==> src/rtl/fifo_uart_tx.sv <==
// fifo_uart_tx: drains syn_fifo one byte at a time and serializes
// each byte as a UART frame (start, data LSB first, opt. parity, stop).
module fifo_uart_tx #(
  parameter int DATA_WIDTH   = 8,
  parameter int CLKS_PER_BIT = 16,
  parameter int PARITY_EN    = 0
) (
  input  logic                  clk,
  input  logic                  rst,
  input  logic                  enable,
  input  logic                  fifo_empty,
  input  logic [DATA_WIDTH-1:0] fifo_data,
  output logic                  fifo_rd_cs,
  output logic                  fifo_rd_en,
  output logic                  tx,
  output logic                  busy,
  output logic                  frame_done
);

  localparam int BAUD_W = (CLKS_PER_BIT > 1) ? $clog2(CLKS_PER_BIT) : 1;
  localparam int BIT_W  = $clog2(DATA_WIDTH) + 1;

  localparam logic [BAUD_W-1:0] BAUD_LAST = BAUD_W'(CLKS_PER_BIT - 1);
  localparam logic [BAUD_W-1:0] BAUD_ONE  = BAUD_W'(1);
  localparam logic [BIT_W-1:0]  BIT_LAST  = BIT_W'(DATA_WIDTH - 1);
  localparam logic [BIT_W-1:0]  BIT_ONE   = BIT_W'(1);

  typedef enum logic [2:0] {
    IDLE,
    FETCH,
    LOAD,
    START,
    DATA,
    PARITY,
    STOP
  } state_e;

  state_e                  state_q, state_d;
  logic [BAUD_W-1:0]       baud_q, baud_d;
  logic [BIT_W-1:0]        bit_q, bit_d;
  logic [DATA_WIDTH-1:0]   shift_q, shift_d;
  logic                    par_q, par_d;
  logic                    tx_q, tx_d;
  logic                    rd_q, rd_d;
  logic                    busy_q, busy_d;
  logic                    done_q, done_d;
  logic                    baud_end;
  logic                    cnt_st;

  // Next-state, datapath and bit timing
  always_comb begin
    state_d  = state_q;
    baud_d   = '0;
    bit_d    = bit_q;
    shift_d  = shift_q;
    par_d    = par_q;
    baud_end = (baud_q == BAUD_LAST);
    cnt_st   = 1'b0;

    unique case (state_q)
      IDLE: begin
        if (enable && !fifo_empty) begin
          state_d = FETCH;
        end
      end
      FETCH: begin
        state_d = LOAD;
      end
      LOAD: begin
        shift_d = fifo_data;
        par_d   = ^fifo_data;
        bit_d   = '0;
        state_d = START;
      end
      START: begin
        cnt_st = 1'b1;
        if (baud_end) begin
          state_d = DATA;
        end
      end
      DATA: begin
        cnt_st = 1'b1;
        if (baud_end) begin
          shift_d = shift_q >> 1;
          if (bit_q == BIT_LAST) begin
            state_d = (PARITY_EN != 0) ? PARITY : STOP;
          end else begin
            bit_d = bit_q + BIT_ONE;
          end
        end
      end
      PARITY: begin
        cnt_st = 1'b1;
        if (baud_end) begin
          state_d = STOP;
        end
      end
      STOP: begin
        cnt_st = 1'b1;
        if (baud_end) begin
          state_d = IDLE;
        end
      end
      default: begin
        state_d = IDLE;
      end
    endcase

    // Wraps at each bit boundary and clears on any state change
    if (cnt_st && !baud_end) begin
      baud_d = baud_q + BAUD_ONE;
    end
  end

  // Outputs are decoded from the next state so they register in step
  always_comb begin
    tx_d = 1'b1;
    unique case (state_d)
      START:   tx_d = 1'b0;
      DATA:    tx_d = shift_d[0];
      PARITY:  tx_d = par_d;
      default: tx_d = 1'b1;
    endcase
    rd_d   = (state_d == FETCH);
    busy_d = (state_d != IDLE);
    done_d = (state_d == STOP) && (baud_d == BAUD_LAST);
  end

  always_ff @(posedge clk or posedge rst) begin
    if (rst) begin
      state_q <= IDLE;
      baud_q  <= '0;
      bit_q   <= '0;
      shift_q <= '0;
      par_q   <= 1'b0;
      tx_q    <= 1'b1;
      rd_q    <= 1'b0;
      busy_q  <= 1'b0;
      done_q  <= 1'b0;
    end else begin
      state_q <= state_d;
      baud_q  <= baud_d;
      bit_q   <= bit_d;
      shift_q <= shift_d;
      par_q   <= par_d;
      tx_q    <= tx_d;
      rd_q    <= rd_d;
      busy_q  <= busy_d;
      done_q  <= done_d;
    end
  end

  assign fifo_rd_cs = rd_q;
  assign fifo_rd_en = rd_q;
  assign tx         = tx_q;
  assign busy       = busy_q;
  assign frame_done = done_q;

endmodule

==> config.mk <==
export PLATFORM = sky130hd
export DESIGN_NAME = fifo_uart_tx
export DESIGN_NICKNAME = d
export VERILOG_FILES = /design/src/rtl/fifo_uart_tx.sv
export SDC_FILE = /design/constraint.sdc
export NUM_CORES = 1
export LEC_CHECK = 0
export ABC_AREA = 1
export CAP_MARGIN = 20
export CORE_ASPECT_RATIO = 1.75
export CORE_MARGIN = 2
export CORE_UTILIZATION = 51
export CTS_CLUSTER_DIAMETER = 150
export CTS_CLUSTER_SIZE = 14
export DETAILED_ROUTE_END_ITERATION = 7
export PLACE_DENSITY = 0.73
export SYNTH_ARGS = -nofsm -noshare
export SYNTH_HDL_FRONTEND = slang
export SYNTH_SLANG_ARGS = --single-unit
==> constraint.sdc <==
create_clock -name clk -period 4.22 [get_ports clk]
set_input_delay 0.633 -clock clk [delete_from_list [all_inputs] [get_ports clk]]
set_output_delay 0.633 -clock clk [all_outputs]
set_load 0.02 [all_outputs]
==> metrics.md, run 1 <==
| Metric | Value |
|---|---|
| Worst skew pair latency | 0.27 ns |
| Yosys top cell by area | dfrtp_1 |
| Max-Cap Viols | 0 |
| Mapped Avg Cell Area | 7.46 um2 |
| Antenna violations before repair | 0 |
| WL final | 3040 um |
| Synth Net Count | 218 |
| Worst vdd ir | 178 uV |
| CTS Buf Count | 3 |
| Area Growth Syn to Fin | 14.5% |
| Largest net degree at the start of global routing | 25 |
| Number of global-route vias before repair | 1302 |
| CTS tree | done |
| M1 GR Usage | 0.241 |
| Minimum clock period | 2.02 ns |
| Synth warn | 0 |
| Starting Density | 0.526 |
| CP endpoint kind | output pin |
| Clk pin slew, worst setup/hold paths | 0.09 ns |
| Fin util | 0.602 |
| Vias per cell | 5.27 |
| Family with the most delay on the worst path | buffers and inverters |
| Antenna Cells | 0 |
| Final HPWL from detailed placement | 2460 um |
| Leading post-synthesis cells by cell area | dfrtp_1 38%, nand2_1 15%, inv_1 7.1% |
| Wirelength per Cell | 12.2 um |
| Port Buffers | 16 |
| Crit-path max FO | 1 |
| First-pass DRT Iterations | 4 |
| Clock sinks | 24 |
| Fin. Hold Viols | 0 |
| Clock skew | 0.00345 ns |
| Post-CTS setup buffer count | 0 |
| Synth Cell Area | 1520 um2 |
| Clk buf depth | 2 |
| Worst Path Arrival | 1.39 ns |
| Pwr Density | 255 nW/um2 |
| Met3 Use GR | 0.0166 |
| Post-DP Area | 1690 um2 |
| Final Cycle Share | 0.479 |
| Die Area | 3460 um2 |
| Root Driver | clkbuf_8 |
| Initial drt markers | 19 |
| GP Congestion | 0.872 |
| Final nets | 236 |
| Slew headroom | 0.380 |
| Post-synthesis cell count | 204 |
| H-tree depth | 1 |
| Total GRT Usage | 0.206 |
| # hold bufs at CTS | 0 |
| Core area | 2900 um2 |
| Status | completed |
| Hold Slack | 0.490 ns |
| Top Ports | 17 |
| Worst Max-Slew Pin Slew | 0.930 ns |
| Post-synth top area share | 0.378 |
| Leak pwr | 0.897 nW |
| Fmax | 0.495 GHz |
| Grt met2 use | 0.347 |
| Fin cells | 249 |
| Slowest stage delay, CP | 0.59 ns |
| First-pass GRT wire length | 5380 um |
| Distinct cell type count after synthesis | 31 |
| RSZ-0062 raised after global routing | no |
| Slowest CP cell | clkdlybuf4s50_1 |
| Antenna Nets Post-Route | 0 |
| CP Cell Sequence | clkdlybuf4s50_1 |
| Fin. max-slew vios | 0 |
| Grt ovf | 0 |
| Post-route cell area | 1740 um2 |
| Setup tns final | 0 ns |
| Critical path class | flip-flop to output pin |
| Layout cells sized above 1 | 0.145 |
| Startpoint types | flip-flop |
| Inst Count DP | 245 |
| Post-synthesis sequential area ratio | 0.395 |
| Post-CTS Resized | 0 |
| Num rows | 26 |
| Die outline width | 45.3 um |
| Die Y | 76.3 um |
| Post-synthesis register bit count | 24 |
| DR vias | 1313 |
| Hold Path Class | flip-flop to flip-flop |
| Detailed-route DRC error count | 0 |
| CP bufs+invs | 1 |
| Worst path required time | 3.59 ns |
| Final Setup Violations | 0 |
| Busiest grt layer | met2 |
-- placed cells by master, fill, tap and decap left out, drive strengths merged --
master and n:
clkbuf 4, nand3b 1, inv 35, or2 2, nor3 3, o22ai 1, ha 2, dfstp 1
a21oi 4, o21ai 5, dfrtp 23, nand3 18, nor2 27, xor2 2, clkdlybuf4s50 16, o221ai 3
nor3b 1, nand2 67, nand4 3, o211ai 3
-- flip-flops by register name, indices dropped and copies added, names as in the netlist --
register,cells
baud_q,4
shift_q,8
par_q,1
busy,1
tx,1
state_q,3
bit_q,4
frame_done,1
fifo_rd_cs,1
-- power by group --
group          switching, W  internal (W)  total [W]
Combinational     0.0000245     0.0000199  0.0000444
Clock             0.0000784     0.0000835   0.000162
Sequential       0.00000250      0.000235   0.000238
-- final timing paths --
check / start / end / slack [ns] / depth (start not counted)
max: tx / tx / 2.20 / 1
min: baud_q[0] / baud_q[0] / 0.49 / 1
max reg2reg: baud_q[0] / bit_q[2] / 2.53 / 9
min reg2reg: baud_q[0] / baud_q[0] / 0.49 / 1
max in group asynchronous: rst / fifo_rd_cs / 2.80 / 2
min in group asynchronous: rst / bit_q[3] / 0.86 / 2
-- worst reg2reg max path, stage by stage, from the launching register on --
cell and delay, ns:
dfrtp_1 0.40, ha_1 0.26, nand3_2 0.18, inv_2 0.18, nand2_4 0.09, nand2_4 0.10
nand2_4 0.09, nor2_4 0.09, xor2_1 0.14, nor2_1 0.06
-- routing by layer --
| layer | wire (um) | vias to the layer above |
|---|---|---|
| li1 | - | 672 |
| met1 | 1210 | 614 |
| met2 | 1680 | 20 |
| met3 | 51 | 7 |
| met4 | 97 | 0 |
| met5 | 0 | - |
-- cell usage after synthesis --
| cell type | count |
|---|---|
| dfstp_2 | 1 |
| or2_1 | 1 |
| nand4_1 | 3 |
| inv_2 | 6 |
| nand2_1 | 59 |
| nor2_4 | 1 |
| o21ai_2 | 1 |
| inv_1 | 29 |
| nand2_4 | 5 |
| nand3b_2 | 1 |
| nor3_1 | 3 |
| a21oi_1 | 3 |
| a21oi_4 | 1 |
| ha_1 | 2 |
| nor3b_2 | 1 |
| nand2_2 | 3 |
| or2_2 | 1 |
| dfrtp_1 | 23 |
| o21ai_1 | 2 |
| o221ai_1 | 3 |
| nand3_2 | 2 |
| nor2_1 | 21 |
| buf_6 | 2 |
| nor2_2 | 4 |
| xor2_1 | 2 |
| o21ai_0 | 2 |
| o211ai_1 | 3 |
| buf_4 | 1 |
| o22ai_1 | 1 |
| nor2_8 | 1 |
| nand3_1 | 16 |
-- stage by stage --
step / power [W] / setup slack (ns)
2_1_floorplan: 0.000268 / 2.80
3_3_place_gp: 0.000286 / 2.35
3_5_place_dp: 0.000287 / 2.35
4_1_cts: 0.000447 / 2.19
5_1_grt: 0.000466 / 2.16
6_report: 0.000444 / 2.20
-- final cells by class --
cell class,instances,area [um2]
fill,269,1150
multi-input combinational,142,759
sequential,24,602
timing repair buffer,16,160
inverter,35,131
clock buffer,4,55.1
tap,28,35.0
-- kinds of logic (layout without fill, tap and decap cells) --
family,after synthesis,after routing,synth area share
and+or+nand+nor,122,122,0.395
AOI/OAI and AO/OA,16,16,0.0756
adders and majority gates,2,2,0.0164
xor gates and xnor gates,2,2,0.0115
buffers and inverters,38,55,0.106
DFF,24,24,0.395
Note: power is estimated with default switching activity, not from simulation.
==> inputs of run 2 (changes only) <==
--- a/config.mk
+++ b/config.mk
@@ -9,11 +9,11 @@
 export CAP_MARGIN = 20
 export CORE_ASPECT_RATIO = 1.75
 export CORE_MARGIN = 2
-export CORE_UTILIZATION = 51
+export CORE_UTILIZATION = 50
 export CTS_CLUSTER_DIAMETER = 150
 export CTS_CLUSTER_SIZE = 14
 export DETAILED_ROUTE_END_ITERATION = 7
-export PLACE_DENSITY = 0.73
+export PLACE_DENSITY = 0.75
 export SYNTH_ARGS = -nofsm -noshare
 export SYNTH_HDL_FRONTEND = slang
 export SYNTH_SLANG_ARGS = --single-unit
==> constraint.sdc (replaced) <==
create_clock -name clk -period 1.79 [get_ports clk]
set_input_delay 0.2685 -clock clk [delete_from_list [all_inputs] [get_ports clk]]
set_output_delay 0.2685 -clock clk [all_outputs]
set_load 0.02 [all_outputs]
==> metrics.md, run 2 (same netlist as run 1, synthesis figures left out) <==
| Metric | Value |
|---|---|
| Status | completed |
| Slowest CP cell | dfrtp_1 |
| First-pass DRT Iterations | 4 (unchanged) |
| Final Setup Violations | 0 (unchanged) |
| DR vias | 1369 (+4.3%) |
| Worst Max-Slew Pin Slew | 0.325 ns (-0.605 ns) |
| Grt ovf | 0 (unchanged) |
| Worst skew pair latency | 0.26 ns (about the same) |
| R2R Setup Slk | 0.15 ns (-2.38 ns) |
| Worst Path Arrival | 1.79 ns (+0.40 ns) |
| Family with the most delay on the worst path | simple AND/OR/NAND/NOR gates |
| Starting Density | 0.520 (-0.00584) |
| Largest regs | shift_q (8), baud_q (4), bit_q (4) |
| Crit-path max FO | 7 (+6) |
| RSZ-0062 raised after global routing | no |
| Clock skew | 0.00260 ns (-0.000851 ns) |
| Fin cells | 250 (+0.40%) |
| Fmax | 0.609 GHz |
| CP Cell Sequence | ha_1 > nand3_2 > inv_2 > nand2_4 > nand2_4 > nand2_4 > nor3_1 > nor3b_2 |
| Minimum clock period | 1.64 ns |
| Die outline width | 45.7 um (+0.90%) |
| H-tree depth | 1 (unchanged) |
| Leak pwr | 0.895 nW (-0.13%) |
| Hold Slack | 0.167 ns (-0.324 ns) |
| Top reg by flops | shift_q |
| Commonest cells after routing, fill and taps aside | 59 x nand2_1, 29 x inv_1, 23 x dfrtp_1, 21 x nor2_1 |
| Worst r2r path cells | 8 (-1) |
| Number of flip-flops in the largest register | 8 (unchanged) |
| Wirelength per Cell | 11.5 um (-5.7%) |
| Number of global-route vias before repair | 1294 (-0.61%) |
| CTS Buf Count | 3 (unchanged) |
| GP Congestion | 0.841 (-3.5%) |
| Total GRT Usage | 0.190 (-0.0162) |
| Port Buffers | 16 (unchanged) |
| Worst path required time | 1.94 ns (-1.65 ns) |
| Inst Count DP | 246 (+0.41%) |
| Final nets | 237 (+0.42%) |
| Design Power | 0.000992 W (+120%) |
| Die Y | 77.0 um (+0.94%) |
| Antenna Cells | 0 (unchanged) |
| Detailed-route DRC error count | 0 (unchanged) |
| Fin. max-slew vios | 0 (unchanged) |
| Antenna violations before repair | 0 (unchanged) |
| Largest net degree at the start of global routing | 23 (-8.0%) |
| WL final | 2880 um (-5.3%) |
| Pwr Density | 570 nW/um2 (+120%) |
| Vias per cell | 5.48 (+3.8%) |
| Num rows | 26 (unchanged) |
| Top Ports | 17 (unchanged) |
| Antenna Nets Post-Route | 0 (unchanged) |
| Max-Cap Viols | 0 (unchanged) |
| Slowest stage delay, CP | 0.39 ns (-0.20 ns) |
| # hold bufs at CTS | 0 (unchanged) |
| Clk buf depth | 2 (unchanged) |
| Clk pin slew, worst setup/hold paths | 0.08 ns (about the same) |
| Critical path class | flip-flop to flip-flop |
| Reg-to-Reg Start | baud_q[0] |
| Core area | 2930 um2 (+1.1%) |
| Layout cells sized above 1 | 0.144 (-0.000652) |
| CP bufs+invs | 1 (unchanged) |
| Die Area | 3520 um2 (+1.9%) |
| Post-CTS Resized | 0 (unchanged) |
| Setup tns final | 0 ns (unchanged) |
| Post-CTS setup buffer count | 0 (unchanged) |
| Hold Path Class | primary input to async pin |
| Worst vdd ir | 317 uV (+78%) |
| Critical path origin | baud_q[0] |
| CP endpoint kind | flip-flop |
| CTS tree | done |
| Fin. Hold Viols | 0 (unchanged) |
| Cell mode on critical path | nand2_4 |
| Root Driver | clkbuf_8 |
| Final Cycle Share | 0.917 |
| Slew headroom | 0.783 (+0.404) |
| Final HPWL from detailed placement | 2370 um (-3.8%) |
| First-pass GRT wire length | 5090 um (-5.4%) |
| Commonest non-fill, non-tap cell in the layout | nand2_1 |
| Startpoint types | flip-flop |
| R2R Path End | bit_q[3] |
| Area Growth Syn to Fin | 14.3% |
| Initial drt markers | 28 (+9) |
| Clock sinks | 24 (unchanged) |
-- run 2: changes by cell type in the layout (fill, tap and decap cells not counted), sizes merged --
cell  change
buf       +1
-- run 2: worst max path at each step --
stage	endpoint	slack, ns	cells past startpoint
3_3_place_gp	bit_q[2]	0.24	9
2_1_floorplan	bit_q[2]	0.37	9
3_5_place_dp	bit_q[2]	0.20	9
6_report	bit_q[3]	0.15	8
5_1_grt	bit_q[3]	0.02	8
4_1_cts	tx	0.14	1
-- run 2: metrics by stage --
| stage | cell area [um2] | util | setup slack (ns) |
|---|---|---|---|
| global placement | 1700 | 0.579 | 0.235 |
| finish | 1740 | 0.594 | 0.149 |
| CTS | 1740 | 0.594 | 0.140 |
| global route | 1740 | 0.594 | 0.0181 |
| detailed placement | 1700 | 0.579 | 0.196 |
| floorplan | 1520 | - | 0.368 |
-- run 2: routing by layer --
| layer | global-route usage | wire length, um | vias up |
|---|---|---|---|
| met4 | 0.126 | 161 | 0 |
| met2 | 0.331 | 1550 | 37 |
| met3 | 0.0235 | 70 | 17 |
| met5 | 0 | 0 | - |
| li1 | - | - | 683 |
| met1 | 0.196 | 1100 | 632 |
-- run 2: final cells by class --
cell class | count | area, um2
clock buffers | 4 | 45.0
fillers | 268 | 1190
inverters | 35 | 131
multi-input cells | 142 | 759
flip-flops and latches | 24 | 602
well taps | 28 | 35.0
repair buffers | 17 | 168
-- run 2: worst register-to-register path: stages, from the launching register on --
cell     delay [ns]
dfrtp_1        0.39
ha_1           0.24
nand3_2        0.16
inv_2          0.17
nand2_4        0.08
nand2_4        0.10
nand2_4        0.09
nor3_1         0.22
nor3b_2        0.08
-- run 2: where the power goes --
group	internal, W	switching [W]	leakage (nW)
logic	0.0000485	0.0000582	0.594
clock network	0.000159	0.000166	0.0228
registers	0.000555	0.00000523	0.279
total	0.000762	0.000229	0.895
==> inputs of run 3 (changes only) <==
--- a/config.mk
+++ b/config.mk
@@ -8,12 +8,13 @@
 export ABC_AREA = 1
 export CAP_MARGIN = 20
 export CORE_ASPECT_RATIO = 1.75
-export CORE_MARGIN = 2
-export CORE_UTILIZATION = 50
+export CORE_UTILIZATION = 51
+export CTS_BUF_LIST = sky130_fd_sc_hd__clkbuf_4 sky130_fd_sc_hd__clkbuf_8
 export CTS_CLUSTER_DIAMETER = 150
 export CTS_CLUSTER_SIZE = 14
 export DETAILED_ROUTE_END_ITERATION = 7
-export PLACE_DENSITY = 0.75
+export HOLD_SLACK_MARGIN = 0.02
+export PLACE_DENSITY = 0.76
 export SYNTH_ARGS = -nofsm -noshare
 export SYNTH_HDL_FRONTEND = slang
 export SYNTH_SLANG_ARGS = --single-unit
==> metrics.md, run 3 (same netlist as run 1, synthesis figures left out) <==
| Metric | Value |
|---|---|
| Antenna Cells | 0 (unchanged) |
| Slowest CP cell | clkdlybuf4s50_1 |
| Grt ovf | 0 (unchanged) |
| First-pass DRT Iterations | 4 (unchanged) |
| CTS Buf Count | 3 (unchanged) |
| Clock Power Share | 0.421 (+0.094) |
| Inst Count DP | 245 (-0.41%) |
| Worst vdd ir | 529 uV (+67%) |
| Starting Density | 0.553 (+0.0331) |
| Crit-path max FO | 1 (-6) |
| Critical path class | flip-flop to output pin |
| Fin. Hold Viols | 0 (unchanged) |
| Comb power frac | 0.096 (-0.012) |
| Family with the most delay on the worst path | buffers and inverters |
| First-pass GRT wire length | 5750 um (+13%) |
| CP endpoint kind | output pin |
| Worst Max-Slew Pin Slew | 0.304 ns (-0.0208 ns) |
| Post-CTS setup buffer count | 0 (unchanged) |
| Worst Path Arrival | 1.40 ns (-0.39 ns) |
| Die Y | 74.3 um (-3.5%) |
| CP bufs+invs | 1 (unchanged) |
| DR vias | 1359 (-0.73%) |
| WL final | 3170 um (+10%) |
| Commonest cells after routing, fill and taps aside | 59 x nand2_1, 29 x inv_1, 23 x dfrtp_1, 21 x nor2_1 |
| Sw Share | 0.222 (-0.00890) |
| Post-route cell area | 1770 um2 (+1.7%) |
| Core area | 2750 um2 (-6.0%) |
| Top Ports | 17 (unchanged) |
| # hold bufs at CTS | 0 (unchanged) |
| Initial drt markers | 33 (+18%) |
| Die outline width | 43.3 um (-5.3%) |
| Area Growth Syn to Fin | 16.3% |
| Max-Cap Viols | 0 (unchanged) |
| Port Buffers | 16 (unchanged) |
| Switching power | 0.000258 W (+13%) |
| Root Driver | clkbuf_8 |
| Layout cells sized above 1 | 0.153 (+0.00901) |
| Worst r2r path cells | 9 (+1) |
| Number of cells on the critical path | 1 (-7) |
| Vias per cell | 5.46 (-0.33%) |
| Final Setup Violations | 0 (unchanged) |
| H-tree depth | 1 (unchanged) |
| Startpoint types | flip-flop |
| Clock skew | 0.00646 ns (+0.00386 ns) |
| Total GRT Usage | 0.234 (+0.0444) |
| Pwr Density | 656 nW/um2 (+15%) |
| Number of global-route vias before repair | 1438 (+11%) |
| GP Congestion | 0.832 (-1.1%) |
| Fin. max-slew vios | 0 (unchanged) |
| Die Area | 3220 um2 (-8.6%) |
| RSZ-0062 raised after global routing | no |
| P_int | 0.000903 W (+18%) |
| Fmax | 0.598 GHz (-1.8%) |
| Number of flip-flops in the largest register | 8 (unchanged) |
| Post-CTS Resized | 0 (unchanged) |
| Status | completed |
| Wirelength per Cell | 12.7 um (+10%) |
| Clk buf depth | 2 (unchanged) |
| Largest net degree at the start of global routing | 19 (-17%) |
| Final Cycle Share | 0.934 (+0.0172) |
| Antenna violations before repair | 0 (unchanged) |
| Setup tns final | 0 ns (unchanged) |
| Commonest non-fill, non-tap cell in the layout | nand2_1 |
| Clk pin slew, worst setup/hold paths | 0.09 ns (about the same) |
| CTS tree | done |
| Sequential share of power | 0.483 (-0.082) |
| Fillers | 241 (-10%) |
| Worst path required time | 1.52 ns (-0.42 ns) |
| Antenna Nets Post-Route | 0 (unchanged) |
| Hold Path Class | primary input to async pin |
| Worst skew pair latency | 0.28 ns (+0.02 ns) |
| CP Cell Sequence | clkdlybuf4s50_1 |
| Final nets | 237 (unchanged) |
| Slowest stage delay, CP | 0.60 ns (+0.21 ns) |
| Slew headroom | 0.797 (+0.0139) |
| Post-DP Area | 1690 um2 (about the same) |
| Largest regs | shift_q (8), baud_q (4), bit_q (4) |
| Minimum clock period | 1.67 ns (+0.0308 ns) |
| Leak pwr | 0.908 nW (+1.5%) |
| Final HPWL from detailed placement | 2510 um (+5.9%) |
| Fin cells | 249 (-0.40%) |
| Num rows | 25 (-3.8%) |
| Clock sinks | 24 (unchanged) |
| Design Power | 0.00116 W (+17%) |
| Detailed-route DRC error count | 0 (unchanged) |
| Top reg by flops | shift_q |
run 3: worst paths after layout:
kind | start | to | slack [ns]
min | rst | busy | 0.21
max reg2reg | baud_q[0] | bit_q[2] | 0.17
min reg2reg | baud_q[0] | baud_q[0] | 0.49
max | tx | tx | 0.12
max in group asynchronous | rst | tx | 1.01
min in group clk | baud_q[0] | baud_q[0] | 0.49
run 3: metrics by stage:
stage / worst slack (ns) / hold WS (ns) / utilization
global placement: 0.221 / 0.464 / 0.615
CTS: 0.112 / 0.236 / 0.641
detailed placement: 0.198 / 0.478 / 0.615
global route: 0.00634 / 0.241 / 0.643
floorplan: 0.368 / 0.282 / -
finish: 0.118 / 0.214 / 0.643
run 3: per-layer routing:
layer / track usage / wire length [um] / vias to the layer above
met2: 0.436 / 1790 / 29
met5: 0 / 0 / -
li1: - / - / 684
met1: 0.259 / 1220 / 635
met4: 0.101 / 82 / 0
met3: 0.0316 / 74 / 11
run 3: final cells by class:
class / count / area, um2 / share of cell area
clock buffers: 3 / 41.3 / 0.0233
clock inverters: 1 / 30.0 / 0.0170
inverters: 35 / 131 / 0.0742
multi-input cells: 142 / 764 / 0.432
flip-flops and latches: 24 / 602 / 0.340
well taps: 27 / 33.8 / 0.0191
repair buffers: 17 / 168 / 0.0947
run 3: power by group through the flow:
stage	clock network, W	registers [W]	logic (W)
2_1_floorplan	0	0.000571	0.0000608
3_3_place_gp	0	0.000571	0.000107
3_5_place_dp	0	0.000571	0.000112
4_1_cts	0.000486	0.000560	0.000113
5_1_grt	0.000508	0.000561	0.000128
6_report	0.000489	0.000561	0.000111
